$ cat config.mk
export PLATFORM = sky130hd
export DESIGN_NAME = instr_fetch_unit
export DESIGN_NICKNAME = d
export VERILOG_FILES = /design/src/rtl/instr_fetch_unit.sv
export SDC_FILE = /design/constraint.sdc
export NUM_CORES = 1
export LEC_CHECK = 0
export CORE_ASPECT_RATIO = 0.75
export CORE_UTILIZATION = 48
export DETAILED_ROUTE_END_ITERATION = 8
export PLACE_DENSITY = 0.8
export SKIP_CTS_REPAIR_TIMING = 1
export SLEW_MARGIN = 10
export SYNTH_ARGS = -nofsm -noshare
export SYNTH_HDL_FRONTEND = slang
export SYNTH_SLANG_ARGS = --single-unit
$ cat constraint.sdc
create_clock -name clk -period 2.2 [get_ports clk]
set_input_delay 0.22 -clock clk [delete_from_list [all_inputs] [get_ports clk]]
set_output_delay 0.22 -clock clk [all_outputs]
set_load 0.05 [all_outputs]
$ cat src/rtl/instr_fetch_unit.sv
`default_nettype none
// ============================================================================
// Module   : instr_fetch_unit
// Purpose  : Instruction fetch front end. Produces the next PC, fetches the
//            word at PC over a req/gnt/rvalid memory handshake, and buffers
//            fetched words in a small FIFO that feeds decode through a
//            valid/ready handshake. Taken branches flush the FIFO and
//            discard any in-flight response.
// Revision : 1.0 - initial release
// ----------------------------------------------------------------------------
// Ports
//   clk            in   1  clock, all state updates on posedge
//   rst            in   1  synchronous reset, active low
//   PC             in  32  current PC from the PC register
//   PC_Next        out 32  next PC into the PC register (combinational)
//   branch_taken   in   1  redirect strobe
//   branch_target  in  32  redirect address
//   imem_req       out  1  fetch request
//   imem_addr      out 32  fetch address (equals PC)
//   imem_gnt       in   1  memory accepts the request
//   imem_rvalid    in   1  read data valid
//   imem_rdata     in  32  instruction word
//   instr_valid    out  1  buffer non-empty
//   instr          out 32  head instruction
//   instr_pc       out 32  PC of the head instruction
//   instr_ready    in   1  decode consumes the head
// ============================================================================
module instr_fetch_unit #(
    parameter int unsigned DEPTH = 2
) (
    input  logic        clk,
    input  logic        rst,
    input  logic [31:0] PC,
    output logic [31:0] PC_Next,
    input  logic        branch_taken,
    input  logic [31:0] branch_target,
    output logic        imem_req,
    output logic [31:0] imem_addr,
    input  logic        imem_gnt,
    input  logic        imem_rvalid,
    input  logic [31:0] imem_rdata,
    output logic        instr_valid,
    output logic [31:0] instr,
    output logic [31:0] instr_pc,
    input  logic        instr_ready
);

    localparam int unsigned     c_AW       = $clog2(DEPTH);
    localparam logic [c_AW:0]   c_CNT_FULL = (c_AW + 1)'(DEPTH);
    localparam logic [c_AW:0]   c_CNT_ONE  = (c_AW + 1)'(1);
    localparam logic [c_AW-1:0] c_PTR_ONE  = c_AW'(1);

    localparam logic [1:0] c_ST_REQ  = 2'd0;  // free to issue a request
    localparam logic [1:0] c_ST_RESP = 2'd1;  // one request outstanding
    localparam logic [1:0] c_ST_IDLE = 2'd2;  // buffer full, waiting for a pop

    logic [1:0]      r_state;
    logic            r_drop;
    logic [31:0]     r_req_pc;
    logic [c_AW-1:0] r_wr_ptr;
    logic [c_AW-1:0] r_rd_ptr;
    logic [c_AW:0]   r_count;
    logic [31:0]     r_fifo_instr [DEPTH];
    logic [31:0]     r_fifo_pc    [DEPTH];

    logic [1:0]      w_state_nxt;
    logic            w_drop_nxt;
    logic [31:0]     w_req_pc_nxt;
    logic [c_AW-1:0] w_wr_ptr_nxt;
    logic [c_AW-1:0] w_rd_ptr_nxt;
    logic [c_AW:0]   w_count_nxt;

    logic w_grant;
    logic w_push;
    logic w_pop;
    logic w_resp;

    // ------------------------------------------------------------------
    // Handshake outputs and datapath
    // ------------------------------------------------------------------
    always_comb begin
        // A redirect cycle never requests: the address is about to change.
        imem_req    = rst & (r_state == c_ST_REQ) & ~branch_taken;
        imem_addr   = PC;
        w_grant     = imem_req & imem_gnt;

        instr_valid = rst & (|r_count);
        instr       = r_fifo_instr[r_rd_ptr];
        instr_pc    = r_fifo_pc[r_rd_ptr];

        // A redirect flushes the buffer, so a same-cycle pop is moot.
        w_pop       = instr_valid & instr_ready & ~branch_taken;
        w_resp      = (r_state == c_ST_RESP) & imem_rvalid;
        w_push      = w_resp & ~r_drop & ~branch_taken;

        if (!rst) begin
            PC_Next = 32'd0;
        end else if (branch_taken) begin
            PC_Next = branch_target;
        end else if (w_grant) begin
            PC_Next = PC + 32'd4;
        end else begin
            PC_Next = PC;
        end
    end

    // ------------------------------------------------------------------
    // Next-state logic
    // ------------------------------------------------------------------
    always_comb begin
        w_state_nxt  = r_state;
        w_drop_nxt   = r_drop;
        w_req_pc_nxt = r_req_pc;
        w_wr_ptr_nxt = r_wr_ptr;
        w_rd_ptr_nxt = r_rd_ptr;
        w_count_nxt  = r_count;

        if (w_push) begin
            w_wr_ptr_nxt = r_wr_ptr + c_PTR_ONE;
        end
        if (w_pop) begin
            w_rd_ptr_nxt = r_rd_ptr + c_PTR_ONE;
        end
        if (w_push && !w_pop) begin
            w_count_nxt = r_count + c_CNT_ONE;
        end else if (!w_push && w_pop) begin
            w_count_nxt = r_count - c_CNT_ONE;
        end

        if (branch_taken) begin
            w_wr_ptr_nxt = '0;
            w_rd_ptr_nxt = '0;
            w_count_nxt  = '0;
        end

        // The flushed count makes every redirect land in REQ unless a
        // response is still owed, in which case the drop flag swallows it.
        case (r_state)
            c_ST_REQ: begin
                if (w_grant) begin
                    w_req_pc_nxt = PC;
                    w_state_nxt  = c_ST_RESP;
                end
            end
            c_ST_RESP: begin
                if (imem_rvalid) begin
                    w_drop_nxt  = 1'b0;
                    w_state_nxt = (w_count_nxt < c_CNT_FULL) ? c_ST_REQ : c_ST_IDLE;
                end else if (branch_taken) begin
                    w_drop_nxt = 1'b1;
                end
            end
            c_ST_IDLE: begin
                if (w_count_nxt < c_CNT_FULL) begin
                    w_state_nxt = c_ST_REQ;
                end
            end
            default: begin
                w_state_nxt = c_ST_REQ;
            end
        endcase
    end

    // ------------------------------------------------------------------
    // State registers
    // ------------------------------------------------------------------
    always_ff @(posedge clk) begin
        if (!rst) begin
            r_state      <= c_ST_REQ;
            r_drop       <= 1'b0;
            r_req_pc     <= 32'd0;
            r_wr_ptr     <= '0;
            r_rd_ptr     <= '0;
            r_count      <= '0;
            r_fifo_instr <= '{default: 32'd0};
            r_fifo_pc    <= '{default: 32'd0};
        end else begin
            r_state  <= w_state_nxt;
            r_drop   <= w_drop_nxt;
            r_req_pc <= w_req_pc_nxt;
            r_wr_ptr <= w_wr_ptr_nxt;
            r_rd_ptr <= w_rd_ptr_nxt;
            r_count  <= w_count_nxt;
            if (w_push) begin
                r_fifo_instr[r_wr_ptr] <= imem_rdata;
                r_fifo_pc[r_wr_ptr]    <= r_req_pc;
            end
        end
    end

endmodule
`default_nettype wire

==> results summary <==
The synthesized-area fraction occupied by ao, oa, aoi and oai cells came out at 15.8%. The count of different cell masters after synthesis is 46. Across the run, the number of max-cap violations was 0.

The endpoint of the most critical register-to-register path is r_state[1]. In the synthesized netlist the async set-or-reset flop fraction comes to 0%. Using the TritonRoute via totals, the vias-per-cell ratio works out to around 5.6. Once detail routing completed, the nets flagged for antenna violations numbered 0. The H-tree depth reported by CTS is 4. At the worst endpoint, the required time is 1980 ps.

The tightest min-delay check is of the in -> reg type. The flow ran to the end, but the final reports show violations. The area fraction in and, or, nand and nor cells after synthesis came out at around a quarter. The buffer cell driving the clock tree root is sky130_fd_sc_hd__clkbuf_16. The count of warnings emitted by yosys is 0.

Dividing the synthesized area by the synthesized cell count gives 7.70 um^2. By startpoint and endpoint, the worst setup path is classified as reg -> out. The fraction of layout cells with a size suffix above 1 came out at 28.5%. After the flow finishes, the layout carries non-filler instances totaling 1510. The CTS sink count came out at 167.

In this run the tightest slew margin relative to its limit is between 60% and 70%. The worst-margin pin slew is 501 ps. The number of global-route vias before repair came to roughly 7800.

The highest clock rate is 397 MHz. The total power per unit cell area came out at 623 nW/um^2. The number of pins exceeding their max-slew limit in the final report came out at 0. The total number of placement rows is 40. The synthesized netlist cell count is 1054.

The total congestion overflow came out at 0. The die footprint came out at 17400 um^2. Counting every net in the synthesized netlist gives 1160. The number of flops mapped to enable cells by yosys is 0. Tracing the worst setup path back leads to its startpoint at r_state[0]. The post-detailed-placement cell area is roughly 11000 um^2. The number of search-and-repair iterations in the first detailed-routing pass is 9. The number of setup violations in the final report is 30.

The depth of the worst register-to-register path is 9. Once the floorplan was initialized, standard cells occupied between 40% and 50% of the core. The maximum fanout along the worst path came out at 5. After Yosys synthesis, full adders, half adders and majority gates account for less than 1% of the synthesized area. The die outline height came out at 115 um. The most used flip-flop cell after synthesis is sky130_fd_sc_hd__dfxtp_1.

The met1 capacity usage during global routing came out at 36.6%. For this run, the post-layout net count is 1393. STA classifies the critical path startpoint as a register.

The worst setup path is captured at an output port. Before CTS, the worst setup slack after placement is -326 ps. The post-synth design cell area is 8120 um^2.

The last weighted congestion value of the routability-driven placer came out at 0.841. The core area is 16300 um^2. The later-pin clock latency in the skew report came out at 420 ps.

The I/O pin count is 232. The horizontal die dimension came out at 152 um. Of the total synthesized cell area, the portion taken by XOR and XNOR cells is about 1.1%.

The sequential element share of the synthesized area is 41.2%. Sorting the synthesized cells by area gives the leading types as sky130_fd_sc_hd__dfxtp_1, sky130_fd_sc_hd__nand2_1, sky130_fd_sc_hd__a21oi_1, sky130_fd_sc_hd__mux2_2, sky130_fd_sc_hd__buf_4. Along the worst hold path, the cell count comes to 3. The sum of net half-perimeters after detailed placement is approximately 17000 um. The flop-to-flop setup slack is 390 ps. TritonCTS built the clock tree. The routed wire length came out at 25200 um. After synthesis, the largest family of logic cells by area is simple AND/OR/NAND/NOR gates. The commonest cells after synthesis are sky130_fd_sc_hd__nand2_1, sky130_fd_sc_hd__a21oi_1, sky130_fd_sc_hd__dfxtp_1.

The area share of the largest cell type after synthesis came out at between 40 and 50%. In this run the worst setup path terminates at PC_Next[20]. The proportion of synthesized area in mux cells is 9.37%.

Entering global routing, the biggest net connects 83 pins. In this run the deepest clock path goes through 2 buffers. The number of design rule violations left after detail routing is 12. The count of input and output buffers came out at 231. Clock-pin slew was measured on the worst setup and hold paths at 70 ps. The diode insertion count for antenna repair came out at 0. The arrival time at the worst endpoint came out at approximately 2300 ps. The global-route wire length before repair is a little under 40000 um. sky130_fd_sc_hd__dfxtp_1 takes more of the synthesized area than any other cell.

Dividing the detail-routed wire length by the instance count gives between 15 and 20 um. On the final layout, the worst clock skew is roughly 11 ps. In this run, the number of DRC markers left after iteration 0 of detailed routing was 575.

The global-route met3 utilization is ~5.7%. The total of fill cells in the finished design is 1183. The final hold violation count came out at 0.

Once layout is done, the placed cells without fillers occupy ~12000 um^2. In this run the critical register-to-register path is launched from r_count[0]. The portion of the clock cycle consumed by the worst path in the final layout came out at 114%. The most numerous cell in the Yosys netlist is sky130_fd_sc_hd__nand2_1. The setup total negative slack is -6500 ps.

Counting I/O delays and the setup requirement, the final critical path takes 2520 ps. The number of placed instances, taps included is 1475. The area added between synthesis and finish came out at 49.2%. The global routing stage identified its most utilized layer as met2. The global-route track usage on met2 came out at 48.3%. The analysis attributes to cell leakage a power of approximately 4.5 nW. The number of antenna violations at the first check in global routing came to 0. The worst supply voltage drop on vdd is 502 uV. The number of buffers inserted during clock tree synthesis came out at 17. The checks that failed: DRC, setup timing. The total number of vias is 8425.

Setup repair after global routing could not meet its margin everywhere. Measured on the finished design, the core utilization comes to 74.4%. The final worst slack is -317 ps.

The count of state elements after synthesis came out at about 170. The global routing usage summed across all routing layers came out at 28.4%.
worst max-delay path, stage by stage (launching register included):
cell	delay (ps)
sky130_fd_sc_hd__dfxtp_2	350
sky130_fd_sc_hd__nor4b_4	350
sky130_fd_sc_hd__buf_12	180
sky130_fd_sc_hd__nand4_4	140
sky130_fd_sc_hd__or3_4	390
sky130_fd_sc_hd__a211oi_4	290
sky130_fd_sc_hd__buf_12	170
layer usage:
metal  up-vias  routed length, um
met2       302              12300
met5         -                  0
met1      4048              10800
met3        36               1610
li1       4039                  -
met4         0                499
report_power, final:
part	total [mW]	switching (mW)	internal (mW)
combinational	1.25	0.694	0.559
sequential	3.07	0.0184	3.05
clock	3.22	1.29	1.93
worst min path at each step:
| stage | start | end | slack (ps) |
|---|---|---|---|
| final | imem_rdata[13] | r_fifo_instr[13] | 380 |
| after global placement | r_fifo_instr[14] | r_fifo_instr[14] | 440 |
| after detailed placement | r_fifo_instr[30] | r_fifo_instr[30] | 440 |
| after floorplan | imem_rdata[0] | r_fifo_instr[0] | 360 |
| after global routing | imem_rdata[15] | r_fifo_instr[15] | 370 |
| after CTS | imem_rdata[9] | r_fifo_instr[41] | 370 |
sequential cells by signal, indices dropped and copies added, names as in the netlist:
name,flops
r_count,2
r_drop,1
r_fifo_instr,64
r_fifo_pc,64
r_rd_ptr,1
r_req_pc,32
r_state,2
r_wr_ptr,1
logic make-up after synthesis:
kind of cell,Yosys count
AO/OA/AOI/OAI,235
XOR/XNOR,10
adder cells (fa/ha/maj),4
buffers and inverters,119
flip-flops,167
multiplexers,68
AND/OR/NAND/NOR,451
area by class of cell:
type	instances	area [um^2]	share of cell area, %
tap	210	263	2.17
clock inverter	15	216	1.79
clock buffer	17	425	3.51
sequential	167	3350	27.7
inverter	8	32.5	0.269
multi-input combinational	768	4480	37.0
timing repair buffer	325	3350	27.7
metrics by stage:
step | power [mW] | hold slack, ps
after CTS | 7.54 | 366
after global routing | 7.80 | 367
after global placement | 4.34 | 438
after detailed placement | 4.35 | 444
after floorplan | 3.73 | 356
final | 7.54 | 379
placed cells by master, fill, tap and decap left out, types with 4 or more instances in the layout:
cell                              Yosys  routed
sky130_fd_sc_hd__dfxtp_1            167     165
sky130_fd_sc_hd__mux2_2              64      64
sky130_fd_sc_hd__nor2b_1              5       5
sky130_fd_sc_hd__nor2_1              20      20
sky130_fd_sc_hd__or4_4                0       4
sky130_fd_sc_hd__xor2_1               7       6
sky130_fd_sc_hd__nor3_1              12      11
sky130_fd_sc_hd__a21oi_2              0       6
sky130_fd_sc_hd__a211oi_2             0       6
sky130_fd_sc_hd__inv_1                8       7
sky130_fd_sc_hd__a31oi_4              0       8
sky130_fd_sc_hd__a2bb2oi_1            4       4
sky130_fd_sc_hd__a21oi_1            169     163
sky130_fd_sc_hd__o21ai_0             25      22
sky130_fd_sc_hd__and3_1               7       6
sky130_fd_sc_hd__clkdlybuf4s50_1      0     104
sky130_fd_sc_hd__buf_12               0      47
sky130_fd_sc_hd__nand2_1            338     338
sky130_fd_sc_hd__nand4_1             16      16
sky130_fd_sc_hd__and4_1               7       6
sky130_fd_sc_hd__buf_4               33     169
sky130_fd_sc_hd__ha_1                 4       4
sky130_fd_sc_hd__mux2i_1              4       4
sky130_fd_sc_hd__or3_4                0       5
sky130_fd_sc_hd__clkbuf_16            0      20
sky130_fd_sc_hd__clkinv_4             0       4
sky130_fd_sc_hd__bufinv_16            0       4
sky130_fd_sc_hd__nand3_1             13      12
sky130_fd_sc_hd__o211ai_1             5       5
Power figures use the tool's default switching activity.
